===== src/rtl/rv_regf_mp_if.sv =====
// Bus bundle for the multi-port register file: read ports, write ports, scoreboard and init status.
interface rv_regf_mp_if #(
    parameter int unsigned XLEN = 32,
    parameter int unsigned NRD  = 2,
    parameter int unsigned NWR  = 2
);
    logic                   init_busy;
    logic [NRD*5-1:0]       ars;
    logic [NRD*XLEN-1:0]    rs;
    logic [NWR*5-1:0]       awd;
    logic [NWR-1:0]         we;
    logic [NWR*XLEN-1:0]    wd;
    logic                   sb_set;
    logic [4:0]             sb_addr;
    logic [NRD-1:0]         rd_pend;

    modport master (
        input  init_busy, rs, rd_pend,
        output ars, awd, we, wd, sb_set, sb_addr
    );

    modport slave (
        output init_busy, rs, rd_pend,
        input  ars, awd, we, wd, sb_set, sb_addr
    );
endinterface


===== src/rtl/rv_regf_mp.sv =====
// Multi-port integer register file with optional write->read bypass, pending-write
// scoreboard and a one-register-per-cycle clear after reset.
module rv_regf_mp #(
    parameter int unsigned XLEN   = 32,
    parameter int unsigned NREGS  = 16,
    parameter int unsigned NRD    = 2,
    parameter int unsigned NWR    = 2,
    parameter bit          BYPASS = 1'b1
) (
    input  logic           clk,
    input  logic           xreset,
    rv_regf_mp_if.slave    bus
);
    localparam int unsigned AW = 5;
    localparam logic [AW-1:0] LAST_IDX = AW'(NREGS - 1);

    typedef enum logic {ST_CLR, ST_RUN} state_t;

    state_t              r_state, w_state_nxt;
    logic [AW-1:0]       r_clr_idx, w_clr_idx_nxt;
    logic [XLEN-1:0]     r_regf [1:NREGS-1];
    logic [NREGS-1:1]    r_pend;
    logic [NREGS-1:1]    w_wr_en;
    logic [XLEN-1:0]     w_wr_data [1:NREGS-1];
    logic [NRD*XLEN-1:0] w_rs;
    logic [NRD-1:0]      w_rd_pend;
    logic                w_run;

    always_ff @(posedge clk or negedge xreset) begin
        if (!xreset) begin
            r_state   <= ST_CLR;
            r_clr_idx <= AW'(1);
        end else begin
            r_state   <= w_state_nxt;
            r_clr_idx <= w_clr_idx_nxt;
        end
    end

    // Clear walks x1..x(NREGS-1); the index saturates once the last one is cleared.
    always_comb begin
        w_state_nxt   = r_state;
        w_clr_idx_nxt = r_clr_idx;
        case (r_state)
            ST_CLR: begin
                if (r_clr_idx == LAST_IDX) w_state_nxt = ST_RUN;
                else                       w_clr_idx_nxt = r_clr_idx + AW'(1);
            end
            ST_RUN:  w_state_nxt = ST_RUN;
            default: w_state_nxt = ST_CLR;
        endcase
    end

    assign w_run         = (r_state == ST_RUN);
    assign bus.init_busy = ~w_run;

    // Per-register winning write; later ports overwrite earlier ones.
    always_comb begin
        w_wr_en = '0;
        for (int unsigned r = 1; r < NREGS; r++) w_wr_data[r] = '0;
        for (int unsigned j = 0; j < NWR; j++) begin
            for (int unsigned r = 1; r < NREGS; r++) begin
                if (w_run && bus.we[j] && (bus.awd[j*AW +: AW] == AW'(r))) begin
                    w_wr_en[r]   = 1'b1;
                    w_wr_data[r] = bus.wd[j*XLEN +: XLEN];
                end
            end
        end
    end

    always_ff @(posedge clk) begin
        for (int unsigned r = 1; r < NREGS; r++) begin
            if (!w_run) begin
                if (r_clr_idx == AW'(r)) r_regf[r] <= '0;
            end else if (w_wr_en[r]) begin
                r_regf[r] <= w_wr_data[r];
            end
        end
    end

    // A new producer issuing in the same cycle as a writeback keeps the register pending.
    always_ff @(posedge clk or negedge xreset) begin
        if (!xreset) begin
            r_pend <= '0;
        end else begin
            for (int unsigned r = 1; r < NREGS; r++) begin
                if (w_run && bus.sb_set && (bus.sb_addr == AW'(r))) r_pend[r] <= 1'b1;
                else if (w_wr_en[r])                                 r_pend[r] <= 1'b0;
            end
        end
    end

    always_comb begin
        w_rs      = '0;
        w_rd_pend = '0;
        for (int unsigned i = 0; i < NRD; i++) begin
            for (int unsigned r = 1; r < NREGS; r++) begin
                if (w_run && (bus.ars[i*AW +: AW] == AW'(r))) begin
                    if (BYPASS && w_wr_en[r]) begin
                        w_rs[i*XLEN +: XLEN] = w_wr_data[r];
                        w_rd_pend[i]         = 1'b0;
                    end else begin
                        w_rs[i*XLEN +: XLEN] = r_regf[r];
                        w_rd_pend[i]         = r_pend[r];
                    end
                end
            end
        end
    end

    assign bus.rs      = w_rs;
    assign bus.rd_pend = w_rd_pend;
endmodule

===== src/flat_wrapper.sv =====
// flat-port wrapper written by rule: the top's interface ports become plain ports
module rv_regf_mp_flat 
#(
    parameter int unsigned XLEN   = 32,
    parameter int unsigned NREGS  = 16,
    parameter int unsigned NRD    = 2,
    parameter int unsigned NWR    = 2,
    parameter bit          BYPASS = 1'b1
)
  (clk, xreset, bus_init_busy, bus_rs, bus_rd_pend, bus_ars, bus_awd, bus_we, bus_wd, bus_sb_set, bus_sb_addr);
  rv_regf_mp_if #(.XLEN(XLEN), .NRD(NRD), .NWR(NWR)) bus_i ();
  input  logic clk;
  input  logic xreset;
  output wire logic [$bits(bus_i.init_busy)-1:0] bus_init_busy;
  output wire logic [$bits(bus_i.rs)-1:0] bus_rs;
  output wire logic [$bits(bus_i.rd_pend)-1:0] bus_rd_pend;
  input wire logic [$bits(bus_i.ars)-1:0] bus_ars;
  input wire logic [$bits(bus_i.awd)-1:0] bus_awd;
  input wire logic [$bits(bus_i.we)-1:0] bus_we;
  input wire logic [$bits(bus_i.wd)-1:0] bus_wd;
  input wire logic [$bits(bus_i.sb_set)-1:0] bus_sb_set;
  input wire logic [$bits(bus_i.sb_addr)-1:0] bus_sb_addr;
  assign bus_init_busy = bus_i.init_busy;
  assign bus_rs = bus_i.rs;
  assign bus_rd_pend = bus_i.rd_pend;
  assign bus_i.ars = bus_ars;
  assign bus_i.awd = bus_awd;
  assign bus_i.we = bus_we;
  assign bus_i.wd = bus_wd;
  assign bus_i.sb_set = bus_sb_set;
  assign bus_i.sb_addr = bus_sb_addr;
  rv_regf_mp #(.XLEN(XLEN), .NREGS(NREGS), .NRD(NRD), .NWR(NWR), .BYPASS(BYPASS)) u_core (.clk(clk), .xreset(xreset), .bus(bus_i));
endmodule

===== config.mk =====
export PLATFORM = sky130hd
export DESIGN_NAME = rv_regf_mp_flat
export DESIGN_NICKNAME = d
export VERILOG_FILES = /design/src/rtl/rv_regf_mp_if.sv /design/src/rtl/rv_regf_mp.sv /design/src/flat_wrapper.sv
export SDC_FILE = /design/constraint.sdc
export NUM_CORES = 2
export LEC_CHECK = 0
export BUFFER_PORTS_ARGS = -buffer_cell sky130_fd_sc_hd__buf_2
export CORE_MARGIN = 2
export CORE_UTILIZATION = 39
export CTS_CLUSTER_SIZE = 16
export DETAILED_ROUTE_END_ITERATION = 6
export GPL_TIMING_DRIVEN = 1
export PLACE_DENSITY = 0.59
export SETUP_SLACK_MARGIN = 0.4
export SYNTH_ARGS = -nofsm -noshare
export SYNTH_HDL_FRONTEND = slang
export SYNTH_SLANG_ARGS = --single-unit

===== constraint.sdc =====
create_clock -name clk -period 13.15 [get_ports clk]
set_clock_uncertainty 0.15 [all_clocks]
set_input_delay 1.315 -clock clk [delete_from_list [all_inputs] [get_ports clk]]
set_output_delay 1.315 -clock clk [all_outputs]
set_load 0.03 [all_outputs]

# [After elaboration in Yosys (flattened, before gate mapping)]
# Memories as Yosys holds them, arrays and structs flattened.
# Cells that the tools add are included.
[totals] regBits=21 mem_bits_rw=480 input_bits=94 elab_cells=462 memories=1
[mem_list] memory="u_core.r_regf" words=15 width=32 read_ports=15 rd_clocked_by_memory_dff=0 write_ports=15 line_no="rv_regf_mp.sv:21" text="logic [XLEN-1:0] r_regf [1:NREGS-1];"
[op_classes] add_sub_neg=1 n_eq_ne=90 mux=271 bitwise=17 reduce_logical=79
[ops] op="$mux 32" count=90
[ops] op="$eq 5x4->1 const B" count=48
[ops] op="$mux 1" count=180
[ops] op="$eq 5x3->1 const B" count=24
[ops] op="$logic_and 1x1->1" count=78
[ops] op="$eq 5x2->1 const B" count=12
[ops] op="$eq 5x1->1 const B" count=6
[ops] op="$or 1x1->1" count=15
[ops] op="$add 5x1->5 const B" count=1
[ops] op="$not 1->1" count=2
[ops] op="$pmux 1 s2" count=1
[ops] op="$reduce_and 2->1" count=1

# [Depth between registers and ports, before layout]
[logic_depth] word_depth=20 mapped_depth=13

# [Worst setup path after synthesis]
# OpenSTA, ideal clock, no wires.
[synth_path] path_type="register -> register" start="reg u_core.r_state" end="reg, netlist name u_core.r_regf[0][32]" setup_time_ns=0.533 t_arrival_ns=4.914 required_time_ns=12.467 slack_ns=7.552 path_stages_with_launch=7 n_path_buf=3 period_less_slack_ns=5.598 cell_sequence="dfrtp_1 > buf_4 > buf_2 > buf_2 > nor2_1 > nand2_1 > o311ai_0"
[synth_lines] item="from (decl)" line_no="rv_regf_mp.sv:19" text="state_t r_state, w_state_nxt;"
[synth_lines] item="from (signal assigned)" line_no="rv_regf_mp.sv:34" text="r_state <= w_state_nxt;"

# [Worst setup path in the final report]
[layout_path] start="in bus_ars[0]" end="out bus_rs[21]"
[layout_between] elab_chain_cells=17 word_cells_on_any_way=45
[layout_rtl] item="from (decl)" line_no="flat_wrapper.sv:17" text="input wire logic [$bits(bus_i.ars)-1:0] bus_ars;"
[layout_rtl] item="$eq 5x1->1" line_no="rv_regf_mp.sv:97" text="if (w_run && (bus.ars[i*AW +: AW] == AW'(r))) begin"
[layout_rtl] item="$logic_and 1x1->1" line_no="rv_regf_mp.sv:97"
[layout_rtl] item="$mux 32 (14 in series)" line_no="rv_regf_mp.sv:97"
[layout_rtl] item="$mux 32 (*)" line_no="rv_regf_mp.sv:97"
[layout_rtl] item="to (decl)" line_no="flat_wrapper.sv:15" text="output wire logic [$bits(bus_i.rs)-1:0] bus_rs;"
# Every way passes the cells marked *; elsewhere a longest branch is shown, timed or not.

==> out/qor.json <==
{
  "status": "complete, but fails checks",
  "violations": "DRC",
  "synth_fp_nets": 4916,
  "layout_commonest_cell": "sky130_fd_sc_hd__nand2_1",
  "layout.cells.most_common_list": "sky130_fd_sc_hd__nand2_1 (980), sky130_fd_sc_hd__o21ai_0 (697), sky130_fd_sc_hd__edfxtp_1 (480)",
  "worst-path-max-fanout": 38,
  "cts_buffers": 66,
  "tns_ns": 0,
  "postSynth.asyncResetShare": 0.0419,
  "floorplan.rows": 114,
  "finalSetupViolCount": 0,
  "rsz0062_at_grt": "false",
  "clock_input_transition_at_the_sequential_cells_of_the_worst_setup_and_hold_paths_ns": 0.06,
  "dr.pass1.iters": 7,
  "startpoint_type": "input pin",
  "design.die.area_mm2": 0.100,
  "grt_first_pass_wirelength_um": 304000,
  "drt-total-wl_um": 222000,
  "worst-path-buf-inv": 4,
  "finalWorstSetupSlack_ns": 5.77,
  "critPathArrivalTime_ns": 5.91,
  "dp_hpwl_um": 148000,
  "placed_cell_area_mm2": 0.0399,
  "core_mm2": 0.0969,
  "critPathMaxStageDelay_ns": 0.72,
  "cts-hold-fix-buffers": 0,
  "htree_num_levels": 3,
  "die_w_um": 317,
  "synth_cells": 4817,
  "post_route_fraction_of_the_period_consumed_by_the_critical_path": 0.561,
  "vias": 43400,
  "iteration_0_drc_count_of_the_detailed_router": 7955,
  "postCtsSetupBuffers": 0,
  "grt_max_degree": 87,
  "ys_types": 89,
  "clk_path_buf_depth": 3,
  "cpLargestDelayFamily": "buffers and inverters",
  "timing.max_cap.violations": 0,
  "remaining_drc_errors": 3,
  "syn-mean-instance-area_um2": 7.92,
  "non_filler_instances": 5988,
  "crit_path_cell_trace": "buf_2, buf_4, nand2_1, nor2_2, buf_4, nand2_1, o2111a_1, a31oi_1, a2111oi_0, o32ai_1, buf_2",
  "cts_resized": 0,
  "floorplan.initialDensity": 0.394,
  "overall_global_routing_resource_usage": 0.428,
  "route.detailed.wl_per_inst_um": 37.1,
  "final_antenna_net_count": 0,
  "most_instantiated_flip_flop_cell_in_the_synthesis_netlist": "sky130_fd_sc_hd__edfxtp_1",
  "measured_slew_at_the_worst_slew_check_pin_ns": 1.34,
  "power_per_cell_area_mw_per_mm2": 98.1,
  "holdCritPathClass": "reg -> reg",
  "gp_congestion": 1.04,
  "tritoncts_clock_tree": "built",
  "post-layout-total-power_mw": 4.10,
  "yosys_register_bits": 501,
  "first_global_vias": 38600,
  "synth_enable_flop_cells": 480,
  "synthesis_to_layout_area_growth_pct": 9.68,
  "layout_cells_sized_above_1": 0.112,
  "post_synth_instance_area_mm2": 0.0382,
  "setup.worst_path.class": "in -> out",
  "grt_antenna_before_repair": 11,
  "chipHeight_um": 317,
  "synth_warnings": 0,
  "max_clock_freq_ghz": 0.136,
  "insertion_delay_ns": 0.64,
  "slew_viol_final": 0,
  "ioPinCount": 161,
  "cellLeakagePower_nw": 16.3,
  "grt_remaining_overflow": 0,
  "buffer_ports.inserted": 160,
  "place_inst": 5872,
  "final_net_count": 4763,
  "synth.yosys.seq_area_share": 0.392,
  "dp_worst_setup_slack_ns": 6.20,
  "drt-vias-per-instance": 7.25,
  "finish.instance_area_mm2": 0.0419,
  "clk_root_buffer_cell": "sky130_fd_sc_hd__clkbuf_16",
  "cts.sinks": 501,
  "maxSlewHeadroom": 0.103,
  "critPathRequiredTime_ns": 11.69,
  "timing_hold_violations_final": 0,
  "worstSetupEndpointType": "output pin",
  "crit_path_top_delay_cell": "sky130_fd_sc_hd__buf_4",
  "worst_ir_drop_vdd_uv": 86.3,
  "timing.final.crit_period_ns": 7.38
}
==> worst paths after layout <==
kind | start | end | slack (ns) | cells past startpoint
setup / recovery | bus_ars[0] | bus_rs[21] | 5.77 | 11
hold / removal | u_core.r_pend[12]$_DFF_PN0_ | u_core.r_pend[12]$_DFF_PN0_ | 0.36 | 2
setup reg to reg | u_core.r_state$_DFF_PN0_ | u_core.r_regf[0][236]$_SDFFCE_PN0P_ | 8.67 | 6
hold reg to reg | u_core.r_pend[12]$_DFF_PN0_ | u_core.r_pend[12]$_DFF_PN0_ | 0.36 | 2
max in group asynchronous | xreset | u_core.r_clr_idx[2]$_DFFE_PN0P_ | 11.81 | 1
min in group asynchronous | xreset | u_core.r_pend[14]$_DFF_PN0_ | 0.55 | 1
==> tightest hold or removal path, delay by kind of cell (launching register included) <==
family | cells | cell delay, ns
AND/OR/NAND/NOR | 1 | 0.08
flip-flops | 1 | 0.33
AO/OA/AOI/OAI | 1 | 0.07
==> per-layer routing <==
layer | vias to the layer above | GRT usage | share of wire
met5 | - | 0 | 0.00054
met4 | 18 | 0.309 | 0.088
met3 | 933 | 0.130 | 0.14
met2 | 4017 | 0.614 | 0.41
met1 | 20700 | 0.544 | 0.36
li1 | 17700 | - | -
==> state kept, by name (all words and copies together), names as in the netlist <==
name and cells:
u_core.r_state 1, u_core.r_pend 15, u_core.r_clr_idx 5, u_core.r_regf 480
==> cells by family (layout without fill, tap and decap cells) <==
logic type	count (synthesis)	count (layout)	share of synthesized area
flops	501	501	0.392
compound gates	1728	1728	0.281
fa+ha+maj	5	5	0.00164
other cells	0	5	0
simple gates	1821	1821	0.211
buf+inv	567	457	0.0630
xor+xnor	3	3	0.000689
mux	192	192	0.0505
==> synth_stat cells, drive strengths merged, types with 20 or more instances <==
library cell,n,share of area
a211oi,45,0.0089
a21boi,26,0.0051
a21oi,203,0.027
a221oi,43,0.010
a22o,93,0.021
a22oi,104,0.020
a31oi,151,0.025
buf,172,0.024
clkbuf,377,0.037
dfrtp,20,0.013
edfxtp,480,0.38
mux2i,187,0.049
nand2,986,0.097
nand3,309,0.041
nand4,23,0.0038
nor2,276,0.028
nor3,109,0.015
o211ai,70,0.014
o21ai,721,0.095
o221ai,23,0.0053
o22ai,93,0.015
o31ai,22,0.0043
==> power by group <==
| group | internal [mW] | total [mW] | leakage (nW) | switching, mW |
|---|---|---|---|---|
| registers | 1.75 | 1.75 | 5.67 | 0.00523 |
| clock network | 1.00 | 1.78 | 0.975 | 0.781 |
| logic | 0.112 | 0.568 | 9.68 | 0.456 |
| total | 2.86 | 4.10 | 16.3 | 1.24 |
==> through the flow <==
step / utilization / hold slack [ns]
6_report: 0.432 / 0.362
5_1_grt: 0.432 / 0.373
4_1_cts: 0.432 / 0.355
3_5_place_dp: 0.412 / 0.340
3_3_place_gp: 0.412 / 0.332
2_1_floorplan: - / 0.306
==> layout make-up <==
cell class                 instances  area, um2
tap                             1276       1600
multi-input combinational       3749      21200
fill                            9767      55000
clock inverter                    19        118
sequential                       501      14900
clock buffer                      92       1860
antenna                            5       12.5
inverter                          18       67.6
timing repair buffer             328       2060
Power figures use the tool's default switching activity.
